--- src/rtl/mips_mem_pkg.sv ---
// Shared encodings for the MIPS64 load/store path: access sizes, memwrite codes, controller states.
// Latency: n/a (types, constants and pure functions only).
// Backpressure: n/a.
package mips_mem_pkg;

    // CPU access size codes
    localparam logic [1:0] SZ_B = 2'd0;
    localparam logic [1:0] SZ_W = 2'd1;
    localparam logic [1:0] SZ_D = 2'd2;

    // memwrite strobe codes seen by the mem data port
    localparam logic [1:0] MW_NONE  = 2'd0;
    localparam logic [1:0] MW_WORD  = 2'd1;
    localparam logic [1:0] MW_BYTE  = 2'd2;
    localparam logic [1:0] MW_DWORD = 2'd3;

    typedef enum logic [1:0] {
        IDLE  = 2'd0,
        ISSUE = 2'd1,
        ACK   = 2'd2,
        WAIT  = 2'd3
    } ctrl_state_t;

    // Illegal size or address not naturally aligned for the access size.
    function automatic logic access_bad(input logic [1:0] sz, input logic [2:0] lo);
        logic bad;
        case (sz)
            SZ_B:    bad = 1'b0;
            SZ_W:    bad = (lo[1:0] != 2'b00);
            SZ_D:    bad = (lo != 3'b000);
            default: bad = 1'b1;
        endcase
        return bad;
    endfunction

    // Map an access size onto the memwrite code; only called for legal sizes.
    function automatic logic [1:0] mw_code(input logic [1:0] sz);
        logic [1:0] code;
        case (sz)
            SZ_B:    code = MW_BYTE;
            SZ_W:    code = MW_WORD;
            default: code = MW_DWORD;
        endcase
        return code;
    endfunction

endpackage

--- src/rtl/mem_ctrl_if.sv ---
// Bundle of the CPU request/response signals and the mem data-port strobes around mem_ctrl.
// Latency: n/a (wires only).
// Backpressure: CPU side sees busy/done; mem side is the ready low->high round trip.
// master = the load/store controller; slave = the environment (CPU plus mem).
interface mem_ctrl_if #(
    parameter int N = 64
);
    // CPU side
    logic         req;
    logic         we;
    logic [1:0]   size;
    logic         uns;
    logic [N-1:0] addr;
    logic [N-1:0] wdata;
    logic         busy;
    logic         done;
    logic         err;
    logic [N-1:0] rdata;
    // mem side
    logic         dword;
    logic         memread;
    logic [1:0]   memwrite;
    logic [N-1:0] dataadr;
    logic [N-1:0] writedata;
    logic [N-1:0] readdata;
    logic         ready;

    modport master (
        input  req, we, size, uns, addr, wdata, readdata, ready,
        output busy, done, err, rdata, dword, memread, memwrite, dataadr, writedata
    );

    modport slave (
        output req, we, size, uns, addr, wdata, readdata, ready,
        input  busy, done, err, rdata, dword, memread, memwrite, dataadr, writedata
    );
endinterface

--- src/rtl/mem_ctrl_load_align.sv ---
// Load extraction: picks byte/word/dword out of readdata (big-endian in the low 32-bit word) and extends it.
// Latency: combinational.
// Backpressure: none.
// Ports: readdata (raw mem data), offset (addr[1:0]), size (SZ_*), uns (1 = zero-extend) -> value.
module load_align
    import mips_mem_pkg::*;
#(
    parameter int N = 64
) (
    input  logic [N-1:0] readdata,
    input  logic [1:0]   offset,
    input  logic [1:0]   size,
    input  logic         uns,
    output logic [N-1:0] value
);

    logic [7:0] byte_sel;

    always_comb begin
        byte_sel = readdata[7:0];
        value    = readdata;
        // Byte offset 0 is the most significant byte of the word.
        case (offset)
            2'd0:    byte_sel = readdata[31:24];
            2'd1:    byte_sel = readdata[23:16];
            2'd2:    byte_sel = readdata[15:8];
            default: byte_sel = readdata[7:0];
        endcase
        case (size)
            SZ_B:    value = {{(N-8){byte_sel[7] & ~uns}}, byte_sel};
            SZ_W:    value = {{(N-32){readdata[31] & ~uns}}, readdata[31:0]};
            default: value = readdata;
        endcase
    end

endmodule

--- src/rtl/mem_ctrl.sv ---
// Load/store initiator between the MIPS64 datapath and the mem data port, with watchdog abort.
// Latency: strobe 1 cycle after accept, done 1 cycle after ready returns; alignment error done 1 cycle after accept.
// Backpressure: req only taken in IDLE with ready high, otherwise dropped; busy tells the CPU.
// Ports: clk, reset (async, active high), bus (mem_ctrl_if.master: CPU req/we/size/uns/addr/wdata ->
//        busy/done/err/rdata; mem dword/memread/memwrite/dataadr/writedata <- readdata/ready).
// TIMEOUT must be at least 2.
module mem_ctrl
    import mips_mem_pkg::*;
#(
    parameter int N       = 64,
    parameter int TIMEOUT = 64
) (
    input  logic            clk,
    input  logic            reset,
    mem_ctrl_if.master      bus
);

    localparam int WDW = $clog2(TIMEOUT + 1);
    localparam logic [WDW-1:0] WD_MAX = WDW'(TIMEOUT);

    ctrl_state_t  state;
    logic [WDW-1:0] wd;
    logic         err_pend;   // misaligned/illegal request waiting one cycle to report
    logic         l_we;
    logic         l_uns;
    logic [1:0]   l_size;
    logic [1:0]   l_off;
    logic [N-1:0] aligned;
    logic         req_bad;

    assign req_bad  = access_bad(bus.size, bus.addr[2:0]);
    assign bus.busy = (state != IDLE) || !bus.ready;

    load_align #(.N(N)) u_load_align (
        .readdata (bus.readdata),
        .offset   (l_off),
        .size     (l_size),
        .uns      (l_uns),
        .value    (aligned)
    );

    always_ff @(posedge clk or posedge reset) begin
        if (reset) begin
            state         <= IDLE;
            wd            <= '0;
            err_pend      <= 1'b0;
            l_we          <= 1'b0;
            l_uns         <= 1'b0;
            l_size        <= SZ_B;
            l_off         <= 2'd0;
            bus.done      <= 1'b0;
            bus.err       <= 1'b0;
            bus.rdata     <= '0;
            bus.dword     <= 1'b0;
            bus.memread   <= 1'b0;
            bus.memwrite  <= MW_NONE;
            bus.dataadr   <= '0;
            bus.writedata <= '0;
        end else begin
            bus.done <= 1'b0;
            bus.err  <= 1'b0;
            case (state)
                IDLE: begin
                    if (err_pend) begin
                        // Block acceptance this cycle so done pulses never run back to back.
                        err_pend <= 1'b0;
                        bus.done <= 1'b1;
                        bus.err  <= 1'b1;
                    end else if (bus.req && bus.ready) begin
                        if (req_bad) begin
                            err_pend <= 1'b1;
                        end else begin
                            l_we          <= bus.we;
                            l_uns         <= bus.uns;
                            l_size        <= bus.size;
                            l_off         <= bus.addr[1:0];
                            bus.dataadr   <= bus.addr;
                            bus.writedata <= bus.wdata;
                            // Strobes go out registered so they are high for the ISSUE cycle only.
                            if (bus.we) begin
                                bus.memwrite <= mw_code(bus.size);
                            end else begin
                                bus.memread <= 1'b1;
                                bus.dword   <= (bus.size == SZ_D);
                            end
                            state <= ISSUE;
                        end
                    end
                end
                ISSUE: begin
                    // mem re-arms on a held strobe, so drop it after exactly one cycle.
                    bus.memread  <= 1'b0;
                    bus.memwrite <= MW_NONE;
                    wd           <= '0;
                    state        <= ACK;
                end
                ACK: begin
                    if (!bus.ready) begin
                        wd    <= wd + WDW'(1);
                        state <= WAIT;
                    end else if (wd == WD_MAX) begin
                        bus.done  <= 1'b1;
                        bus.err   <= 1'b1;
                        bus.dword <= 1'b0;
                        state     <= IDLE;
                    end else begin
                        wd <= wd + WDW'(1);
                    end
                end
                WAIT: begin
                    // A completion arriving on the timeout edge still counts as a success.
                    if (bus.ready) begin
                        if (!l_we) begin
                            bus.rdata <= aligned;
                        end
                        bus.done  <= 1'b1;
                        bus.dword <= 1'b0;
                        state     <= IDLE;
                    end else if (wd == WD_MAX) begin
                        bus.done  <= 1'b1;
                        bus.err   <= 1'b1;
                        bus.dword <= 1'b0;
                        state     <= IDLE;
                    end else begin
                        wd <= wd + WDW'(1);
                    end
                end
                default: state <= IDLE;
            endcase
        end
    end

endmodule

--- src/flat_wrapper.sv ---
// flat-port wrapper written by rule: the top's interface ports become plain ports
module mem_ctrl_flat import mips_mem_pkg::*;
#(
    parameter int N       = 64,
    parameter int TIMEOUT = 64
)
  (clk, reset, bus_req, bus_we, bus_size, bus_uns, bus_addr, bus_wdata, bus_readdata, bus_ready, bus_busy, bus_done, bus_err, bus_rdata, bus_dword, bus_memread, bus_memwrite, bus_dataadr, bus_writedata);
  mem_ctrl_if #(.N(N)) bus_i ();
  input  logic clk;
  input  logic reset;
  input wire logic [$bits(bus_i.req)-1:0] bus_req;
  input wire logic [$bits(bus_i.we)-1:0] bus_we;
  input wire logic [$bits(bus_i.size)-1:0] bus_size;
  input wire logic [$bits(bus_i.uns)-1:0] bus_uns;
  input wire logic [$bits(bus_i.addr)-1:0] bus_addr;
  input wire logic [$bits(bus_i.wdata)-1:0] bus_wdata;
  input wire logic [$bits(bus_i.readdata)-1:0] bus_readdata;
  input wire logic [$bits(bus_i.ready)-1:0] bus_ready;
  output wire logic [$bits(bus_i.busy)-1:0] bus_busy;
  output wire logic [$bits(bus_i.done)-1:0] bus_done;
  output wire logic [$bits(bus_i.err)-1:0] bus_err;
  output wire logic [$bits(bus_i.rdata)-1:0] bus_rdata;
  output wire logic [$bits(bus_i.dword)-1:0] bus_dword;
  output wire logic [$bits(bus_i.memread)-1:0] bus_memread;
  output wire logic [$bits(bus_i.memwrite)-1:0] bus_memwrite;
  output wire logic [$bits(bus_i.dataadr)-1:0] bus_dataadr;
  output wire logic [$bits(bus_i.writedata)-1:0] bus_writedata;
  assign bus_i.req = bus_req;
  assign bus_i.we = bus_we;
  assign bus_i.size = bus_size;
  assign bus_i.uns = bus_uns;
  assign bus_i.addr = bus_addr;
  assign bus_i.wdata = bus_wdata;
  assign bus_i.readdata = bus_readdata;
  assign bus_i.ready = bus_ready;
  assign bus_busy = bus_i.busy;
  assign bus_done = bus_i.done;
  assign bus_err = bus_i.err;
  assign bus_rdata = bus_i.rdata;
  assign bus_dword = bus_i.dword;
  assign bus_memread = bus_i.memread;
  assign bus_memwrite = bus_i.memwrite;
  assign bus_dataadr = bus_i.dataadr;
  assign bus_writedata = bus_i.writedata;
  mem_ctrl #(.N(N), .TIMEOUT(TIMEOUT)) u_core (.clk(clk), .reset(reset), .bus(bus_i));
endmodule
--- config.mk ---
export PLATFORM = sky130hd
export DESIGN_NAME = mem_ctrl_flat
export DESIGN_NICKNAME = d
export VERILOG_FILES = /design/src/rtl/mips_mem_pkg.sv /design/src/rtl/mem_ctrl_if.sv /design/src/rtl/mem_ctrl_load_align.sv /design/src/rtl/mem_ctrl.sv /design/src/flat_wrapper.sv
export SDC_FILE = /design/constraint.sdc
export NUM_CORES = 1
export LEC_CHECK = 0
export CORE_AREA = 2 2 154 156
export CTS_BUF_LIST = sky130_fd_sc_hd__clkbuf_16
export CTS_CLUSTER_DIAMETER = 150
export DETAILED_ROUTE_END_ITERATION = 12
export DIE_AREA = 0 0 156 158
export GPL_TIMING_DRIVEN = 1
export PLACE_DENSITY = 0.81
export SETUP_SLACK_MARGIN = 0.2
export SLEW_MARGIN = 20
export SYNTH_ARGS = -nofsm -noshare
export SYNTH_HDL_FRONTEND = slang
export SYNTH_SLANG_ARGS = --single-unit
export TNS_END_PERCENT = 1
--- constraint.sdc ---
create_clock -name clk -period 7.5 [get_ports clk]
set_input_delay 0.75 -clock clk [delete_from_list [all_inputs] [get_ports clk]]
set_output_delay 0.75 -clock clk [all_outputs]
set_load 0.03 [all_outputs]
Yosys cells after proc, flatten, opt, wreduce, memory -nomap -nowiden. Index checks and enable logic that the tools add are counted.

Register bits after elaboration: 214. Latch bits: 0. RAM bits: 0. Bits in read-only memories: 0. Bits of input ports: 200. Output and inout port bits: 199. Logic and storage cells: 101. Memories: 0.

Add/subtract/negate cells: 1. Multipliers: 0. Div/mod/pow operators: 0. $lt $le $gt $ge: 0. Eq/ne operators: 16. Shifts and indexed selects: 0. Mux-type cells: 43. Bitwise operators: 6. Reduce and logical (&&, ||, !) cells: 20.

Operators with widths (number): $pmux W64 S2 (1); $pmux W8 S3 (1); $mux W7 (3); $pmux W7 S3 (1); $mux W2 (10); $mux W1 (19); $ne A2 B2 Y1 const B (6); $pmux W1 S3 (4); $reduce_and A5 Y1 (2); $reduce_bool A3 Y1 (3); $eq A2 B1 Y1 const B (4); $eq A2 B2 Y1 const B (4); $logic_not A2 Y1 (4); $pmux W2 S2 (2); $pmux W2 S4 (1); $add A7 B1 Y7 const B (1); $eq A7 B7 Y1 const B (1); $reduce_and A3 Y1 (2); $reduce_and A6 Y1 (1); $reduce_bool A2 Y1 (3); $not A1 Y1 (4); $reduce_and A4 Y1 (1); $and A1 B1 Y1 (2); $ne A2 B1 Y1 const B (1); 5 further kinds (5).

Logic depth before layout (Yosys ltp). Gate-level depths: netlist of run 1.

Word-level depth: 7. Depth in mapped cells: 8. Depth with buffers taken out: 6.

Hierarchy. A second synthesis of run 1 with hierarchy kept.

Cell total of the unflattened synthesis: 705. Area, all modules: 9377.7 um^2.

By module, submodules not included: mem_ctrl (times used 1, cells an instance 523, area each 8291.7 um^2, seq. area each 5305.1 um^2); load_align (times used 1, cells an instance 182, area each 1086.0 um^2, seq. area each 0.0 um^2).

Worst setup path before layout of run 1. OpenSTA, ideal clock, no wires.

Kind: register to output. Start point: register u_core.state[0]. End point: output port bus_busy. Arrival: 1.427 ns. Data required time: 6.750 ns. Slack: 5.323 ns. Cell stages (with the launch flop): 6. Path buffers: 2. Path through: dfrtp_1 > inv_1 > ha_1 > clkbuf_1 > clkbuf_1 > nand2_1.

Longest elaborated chain between the ends: 2.

Ends and longest elaborated chain: from (decl) (line mem_ctrl.sv:21) `ctrl_state_t state;`; from (signal assigned) (line mem_ctrl.sv:44) `state <= IDLE;`; from (signal assigned) (line mem_ctrl.sv:86) `state <= ISSUE;`; from (signal assigned) (line mem_ctrl.sv:95) `state <= ACK;`; $reduce_bool A2 Y1 (line mem_ctrl.sv:32) `assign bus.busy = (state != IDLE) || !bus.ready;`; $logic_or A1 B1 Y1 (line mem_ctrl.sv:32); to (decl) (line flat_wrapper.sv:19) `output wire logic [$bits(bus_i.busy)-1:0] bus_busy;`.

No other way between the ends.

Worst setup path after layout of run 1.
Start point: register u_core.state[1]. End point: output port bus_busy.

Same word-level chain as after synthesis.

==> summary.md, run 1 <==
| Metric | Value |
|---|---|
| Synth top area cells | `dfrtp_1 (58%), mux2_4 (13%), mux2_2 (7.4%)` |
| NumNets Final | `around 1,300` |
| # IOs | `approximately 400` |
| CTS Hold Bufs | `0` |
| HPWL after DPL | `roughly 19,000 um` |
| H-tree levels | `1` |
| Antenna violations before repair | `0` |
| Clk_skew | `approximately 0.013 ns` |
| Register area share after synthesis | `0.579` |
| Placer Congestion | `0.857` |
| Yosys Warn Count | `0` |
| Worst hold path class | `reg -> reg` |
| Total power per unit cell area | `469 mW/mm^2` |
| Clk root buf | `clkbuf_16` |
| Max Freq | `0.322 GHz` |
| Cell with the most instances after synthesis | `dfrtp_1` |
| First-pass GRT wire length | `approximately 40,000 um` |
| DRC | `0` |
| Clock power frac | `0.178` |
| Post_cts resized | `0` |
| Peak supply drop | `between 0.2 and 0.3 mV` |
| Die span in y | `~160 um` |
| Total gr overflow | `0` |
| Critical path startpoint category | `register` |
| Setup CP Type | `reg -> out` |
| Antenna-violating nets left | `0` |
| Final setup fails | `0` |
| Sequential power share | `0.307` |
| Synth cell types | `45` |
| Asr flop ratio synth | `1.00` |
| Setup TNS Final | `0 ns` |
| Largest net degree at the start of global routing | `roughly 140` |
| Clk_lat worst skew | `approximately 0.51 ns` |
| Via count | `7,197` |
| CTS tree | `built` |
| Core Rows | `56` |
| Avg Cell Area, Syn | `about 13 sq um` |
| RSZ-0062 raised after global routing | `false` |
| Clock tree sinks | `212` |
| Worst-margin pin slew | `1.05 ns` |
| Total Wirelength | `~27,000 um` |
| Initial core utilization | `0.397` |
| P_int | `between 3 and 4 mW` |
| Final Hold Fails | `0` |
| GRT Total Usage | `0.207` |
| Crit. End Element | `output port` |
| Mapped Nets | `927` |
| Worst slew margin | `0.297` |
| Pwr Total | `about 6.6 mW` |
| DR vias/cell | `5.10` |
| IO Port Bufs | `between 300 and 400` |
| Longest Clk Path Bufs | `3` |
| Mapped cell area | `0.00916 sq mm` |
| Comb power frac | `0.515` |
| Flops & latches, synth | `between 200 and 250` |
| Post-synth EDFFs | `0` |
| Max Slew Vio Count | `0` |
| Crit path required time | `approximately 6.8 ns` |
| Post-route clock period utilization | `0.414` |
| Placeable Area | `~0.023 sq mm` |
| Area grow syn2layout | `54.1%` |
| Clock transition at path regs | `approximately 0.06 ns` |
| Filler cells | `1,783` |
| Total CTS buffers | `25` |
| Layout cell share with drive strength beyond 1 | `0.169` |
| Number of global-route vias before repair | `about 7,300` |
| Worst EP arrival | `2.35 ns` |
| DR iter-0 viols | `about 430` |
| Mapped Cells | `slightly above 700` |
| Cell taking the most area after synthesis | `dfrtp_1` |
| N_diodes | `0` |
| Min Tclk post-route | `3.10 ns` |
| Die Area | `around 0.025 sq mm` |
| Postcts setup bufs | `0` |
| Synth cell count leaders | `dfrtp_1 (212), mux2_4 (80), nand2_1 (76)` |
| Max_cap viols | `0` |
| WL per Instance | `approximately 19 um` |
| Top-area cell type share of the netlist area | `0.579` |
| Dominant register cell in the synthesized netlist | `dfrtp_1` |
| Die Wd | `between 150 and 200 um` |
| Sw Ratio | `0.402` |
| Detailed Routing Iterations Pass 1 | `5` |
| Static Leak | `about 6.4 nW` |
| Status | `complete, no violations` |
| NetSw | `2.66 mW` |
| Max Fanout on Critical Path | `16` |
stage by stage:
step,util,std cells,instance area (sq um),setup slack (ns),hold WS (ns)
after floorplan,-,720,9160,0.956,0.497
after global placement,0.578,1367,13300,4.07,0.461
after detailed placement,0.578,1367,13300,4.02,0.475
after CTS,0.612,1410,14100,4.36,0.488
after global routing,0.612,1410,14100,4.25,0.508
final,0.612,1410,14100,4.40,0.480
routing by layer:
layer  vias up  track usage  routed length (um)
li1       3307            -                   -
met1      3485        0.256               10500
met2       348        0.342               13100
met3        57       0.0668                2490
met4         0       0.0765                 983
met5         -            0                   0
cell families (layout without fill, tap and decap cells):
logic type / Yosys count / count (layout) / share of synthesized area
flip-flops: 212 / 212 / 0.579
buffers and inverters: 57 / 457 / 0.0321
multiplexers: 143 / 143 / 0.210
AND/OR/NAND/NOR: 202 / 202 / 0.101
adder cells (fa/ha/maj): 7 / 7 / 0.00957
AO/OA/AOI/OAI: 99 / 99 / 0.0682
layout by cell type (no fill, tap or decap), drive strengths merged, types with 2 or more instances in the layout:
master         count
nor4               3
nor2              33
mux2i              2
a311oi             2
nand3b             2
ha                 7
o22ai              9
a21oi             36
and3               3
mux2             140
and2               2
dfrtp            212
inv               16
buf                6
a211o              3
clkdlybuf4s50    398
or2                3
nor2b              4
o31ai              2
or4                2
clkbuf            25
nor3               4
o211ai             2
nand2             76
o21ai             22
o22a              11
o21a               3
clkinv             8
nand3             68
bufinv             3
sequential cells by signal, summed over array words and instances, names as in the netlist:
name	flops
u_core.bus.rdata	64
u_core.bus.memwrite	2
u_core.bus.dword	1
u_core.bus.dataadr	64
u_core.bus.memread	1
u_core.bus.writedata	64
u_core.wd	7
u_core.err_pend	1
u_core.l_uns	1
u_core.l_size	2
u_core.bus.done	1
u_core.state	2
u_core.bus.err	1
u_core.l_we	1
power groups by stage:
stage          Sequential [mW]  Clock (mW)  Combinational, mW
5_1_grt                   2.10        1.25               3.59
6_report                  2.03        1.18               3.41
2_1_floorplan             3.01           0              0.986
4_1_cts                   2.04        1.21               3.43
3_3_place_gp              2.01           0               3.37
3_5_place_dp              2.04           0               3.41
critical path, stage by stage (launching register included):
cell and delay, ns:
dfrtp_1 0.41, inv_1 0.15, ha_1 0.55, nand2_1 0.12
clkdlybuf4s50_1 0.62
layout make-up:
cell class	instances	area [sq um]	share of cell area
Tap cell	290	363	0.0257
Timing Repair Buffer	404	4050	0.287
Sequential cell	212	5310	0.376
Clock inverter	18	164	0.0116
Inverter	10	45.0	0.00319
Clock buffer	25	626	0.0443
Multi-Input combinational cell	451	3560	0.253
path summary, 6_finish.rpt:
check,endpoint,slack (ns),depth (start not counted),start
worst max-delay path,bus_busy,4.40,4,u_core.state[1]
worst min-delay path,u_core.bus.rdata[4],0.48,2,u_core.bus.rdata[4]
worst max register to register,u_core.bus.rdata[44],4.55,6,u_core.state[0]
worst min register to register,u_core.bus.rdata[4],0.48,2,u_core.bus.rdata[4]
max in group asynchronous,u_core.bus.dataadr[9],5.31,3,reset
min in group asynchronous,u_core.bus.writedata[30],0.84,2,reset
Note: power is estimated with default switching activity, not from simulation.
==> run 2, diff against run 1 <==
clock period = 3.2 ns   (was 7.5 ns; I/O delays follow)
==> run 2 against run 1 <==
Effect of this change: critical path type unchanged; critical endpoint unchanged; via count fell by 0.42%; non-clock buffer count increased by 11; final cell count grew 0.57%.
==> summary.md, run 2 (synthesized netlist as in run 1, its figures left out) <==
| Metric | Value |
|---|---|
| Status | `complete, no violations (unchanged)` |
| Detailed Routing Iterations Pass 1 | `4 (was 5)` |
| Clk_skew | `0.00763 ns (was 0.0129 ns)` |
| Placer Congestion | `0.856 (was 0.857)` |
| Sequential power share | `0.311 (was 0.307)` |
| Antenna-violating nets left | `0 (unchanged)` |
| DR vias/cell | `5.05 (was 5.10)` |
| Max Slew Vio Count | `0 (unchanged)` |
| Setup CP Type | `reg -> out (unchanged)` |
| Worst EP arrival | `2.29 ns (was 2.35 ns)` |
| Layout cell share with drive strength beyond 1 | `0.176 (was 0.169)` |
| Via count | `7,167 (was 7,197)` |
| Postcts setup bufs | `0 (unchanged)` |
| Total CTS buffers | `24 (was 25)` |
| Clock power frac | `0.167 (was 0.178)` |
| Crit path required time | `2.88 ns (was 6.75 ns)` |
| Max Freq | `between 0.3 and 0.4 GHz` |
| R2R Setup Slk | `0.90 ns (was 4.55 ns)` |
| Die Wd | `156 um (unchanged)` |
| CTS Hold Bufs | `0 (unchanged)` |
| IO Port Bufs | `398 (unchanged)` |
| HPWL after DPL | `20,700 um (was 19,300 um)` |
| Final Hold Fails | `0 (unchanged)` |
| Worst slew margin | `0.352 (was 0.297)` |
| Clk root buf | `clkbuf_16 (unchanged)` |
| Antenna violations before repair | `0 (unchanged)` |
| Area grow syn2layout | `54.6% (was 54.1%)` |
| WL per Instance | `19.6 um (was 19.2 um)` |
| Crit. End Element | `output port (unchanged)` |
| N_diodes | `0 (unchanged)` |
| Critical path startpoint category | `register (unchanged)` |
| Worst-margin pin slew | `0.964 ns (was 1.05 ns)` |
| Worst R2R Path Depth | `7 (was 6)` |
| Number of global-route vias before repair | `7,428 (was 7,304)` |
| Die span in y | `158 um (unchanged)` |
| Die Area | `0.0246 sq mm (unchanged)` |
| Post_cts resized | `0 (unchanged)` |
| Reg2reg end | `u_core.bus.rdata[19] (was u_core.bus.rdata[44])` |
| Total Wirelength | `27,800 um (was 27,000 um)` |
| Regs by FF count | `u_core.bus.dataadr (64), u_core.bus.rdata (64), u_core.bus.writedata (64) (unchanged)` |
| Most frequent cells in the layout | `clkdlybuf4s50_1 (398), dfrtp_1 (212), mux2_4 (80) (unchanged)` |
| Longest Clk Path Bufs | `3 (unchanged)` |
| Hold Slack | `0.154 ns (was 0.480 ns)` |
| Max Fanout on Critical Path | `16 (unchanged)` |
| Clk_lat worst skew | `0.51 ns (about the same)` |
| NetSw | `6.28 mW (was 2.66 mW)` |
| Setup TNS Final | `0 ns (unchanged)` |
| Total power per unit cell area | `1090 mW/mm^2 (was 469 mW/mm^2)` |
| Total gr overflow | `0 (unchanged)` |
| Clock transition at path regs | `0.06 ns (about the same)` |
| Peak supply drop | `0.692 mV (was 0.276 mV)` |
| # IOs | `399 (unchanged)` |
| Largest net degree at the start of global routing | `82 (was 138)` |
| DRC | `0 (unchanged)` |
| DR iter-0 viols | `392 (was 431)` |
| Initial core utilization | `0.397 (unchanged)` |
| Worst hold path class | `in -> async (was reg -> reg)` |
| Final setup fails | `0 (unchanged)` |
| Static Leak | `6.42 nW (was 6.41 nW)` |
| P_int | `9.12 mW (was 3.96 mW)` |
| Sw Ratio | `0.408 (was 0.402)` |
| Max_cap viols | `0 (unchanged)` |
| Comb power frac | `0.522 (was 0.515)` |
| First-pass GRT wire length | `41,300 um (was 40,300 um)` |
| Core Rows | `56 (unchanged)` |
| RSZ-0062 raised after global routing | `false (unchanged)` |
| Min Tclk post-route | `2.61 ns` |
| GRT Total Usage | `0.214 (was 0.207)` |
| NumNets Final | `1,321 (was 1,311)` |
| Placeable Area | `0.0231 sq mm (unchanged)` |
| Clock tree sinks | `212 (unchanged)` |
| CTS tree | `built (unchanged)` |
| Post-route clock period utilization | `0.815` |
| Commonest non-fill, non-tap cell in the layout | `clkdlybuf4s50_1 (unchanged)` |
| Reg-to-Reg Start | `u_core.state[0] (unchanged)` |
| H-tree levels | `1 (unchanged)` |
[run 2: changes by cell type in the layout (fill, tap and decap cells not counted), sizes merged]
cell    previous run  this run
buf                6        17
inv               16        12
clkinv             8        11
bufinv             3         1
[run 2: through the flow]
| step | setup slack [ns] | util | cells | total power [mW] | area [sq um] |
|---|---|---|---|---|---|
| floorplan | 0.124 | - | 720 | 9.37 | 9160 |
| global placement | 0.650 | 0.583 | 1378 | 12.7 | 13400 |
| detailed placement | 0.592 | 0.583 | 1378 | 12.9 | 13400 |
| CTS | 0.562 | 0.614 | 1418 | 15.5 | 14200 |
| global route | 0.428 | 0.614 | 1418 | 16.1 | 14200 |
| finish | 0.591 | 0.614 | 1418 | 15.4 | 14200 |
[run 2: layer usage]
layer  track usage  routed length [um]
met5             0                   6
met4        0.0511                 531
met3        0.0731                2730
met2         0.374               14000
met1         0.255               10600
[run 2: power groups by stage]
stage	Sequential (mW)	Combinational, mW	Clock [mW]
3_3_place_gp	4.76	7.92	0
5_1_grt	4.94	8.45	2.73
4_1_cts	4.79	8.09	2.64
2_1_floorplan	7.05	2.31	0
3_5_place_dp	4.79	8.07	0
6_report	4.79	8.03	2.57
[run 2: worst max-delay path, cell delays in order, from the launching register on]
cell and delay (ns):
dfrtp_1 0.41, inv_1 0.13, ha_1 0.54, nand2_1 0.10
clkdlybuf4s50_1 0.60
[run 2: worst max path at each step]
stage               cells after the start                      to             from
floorplan                               1   u_core.bus.dataadr[0]            reset
global placement                        6   u_core.bus.dataadr[5]      bus_size[0]
detailed placement                      6  u_core.bus.dataadr[63]      bus_size[0]
CTS                                     4                bus_busy  u_core.state[1]
global route                            4                bus_busy  u_core.state[1]
finish                                  4                bus_busy  u_core.state[1]
[run 2: area by class of cell]
type	count	area, sq um
clock buffer	25	626
multi-input combinational	451	3570
inverter	10	41.3
sequential	212	5310
fill	1779	8890
timing repair buffer	415	4160
clock inverter	15	93.8
tap	290	363
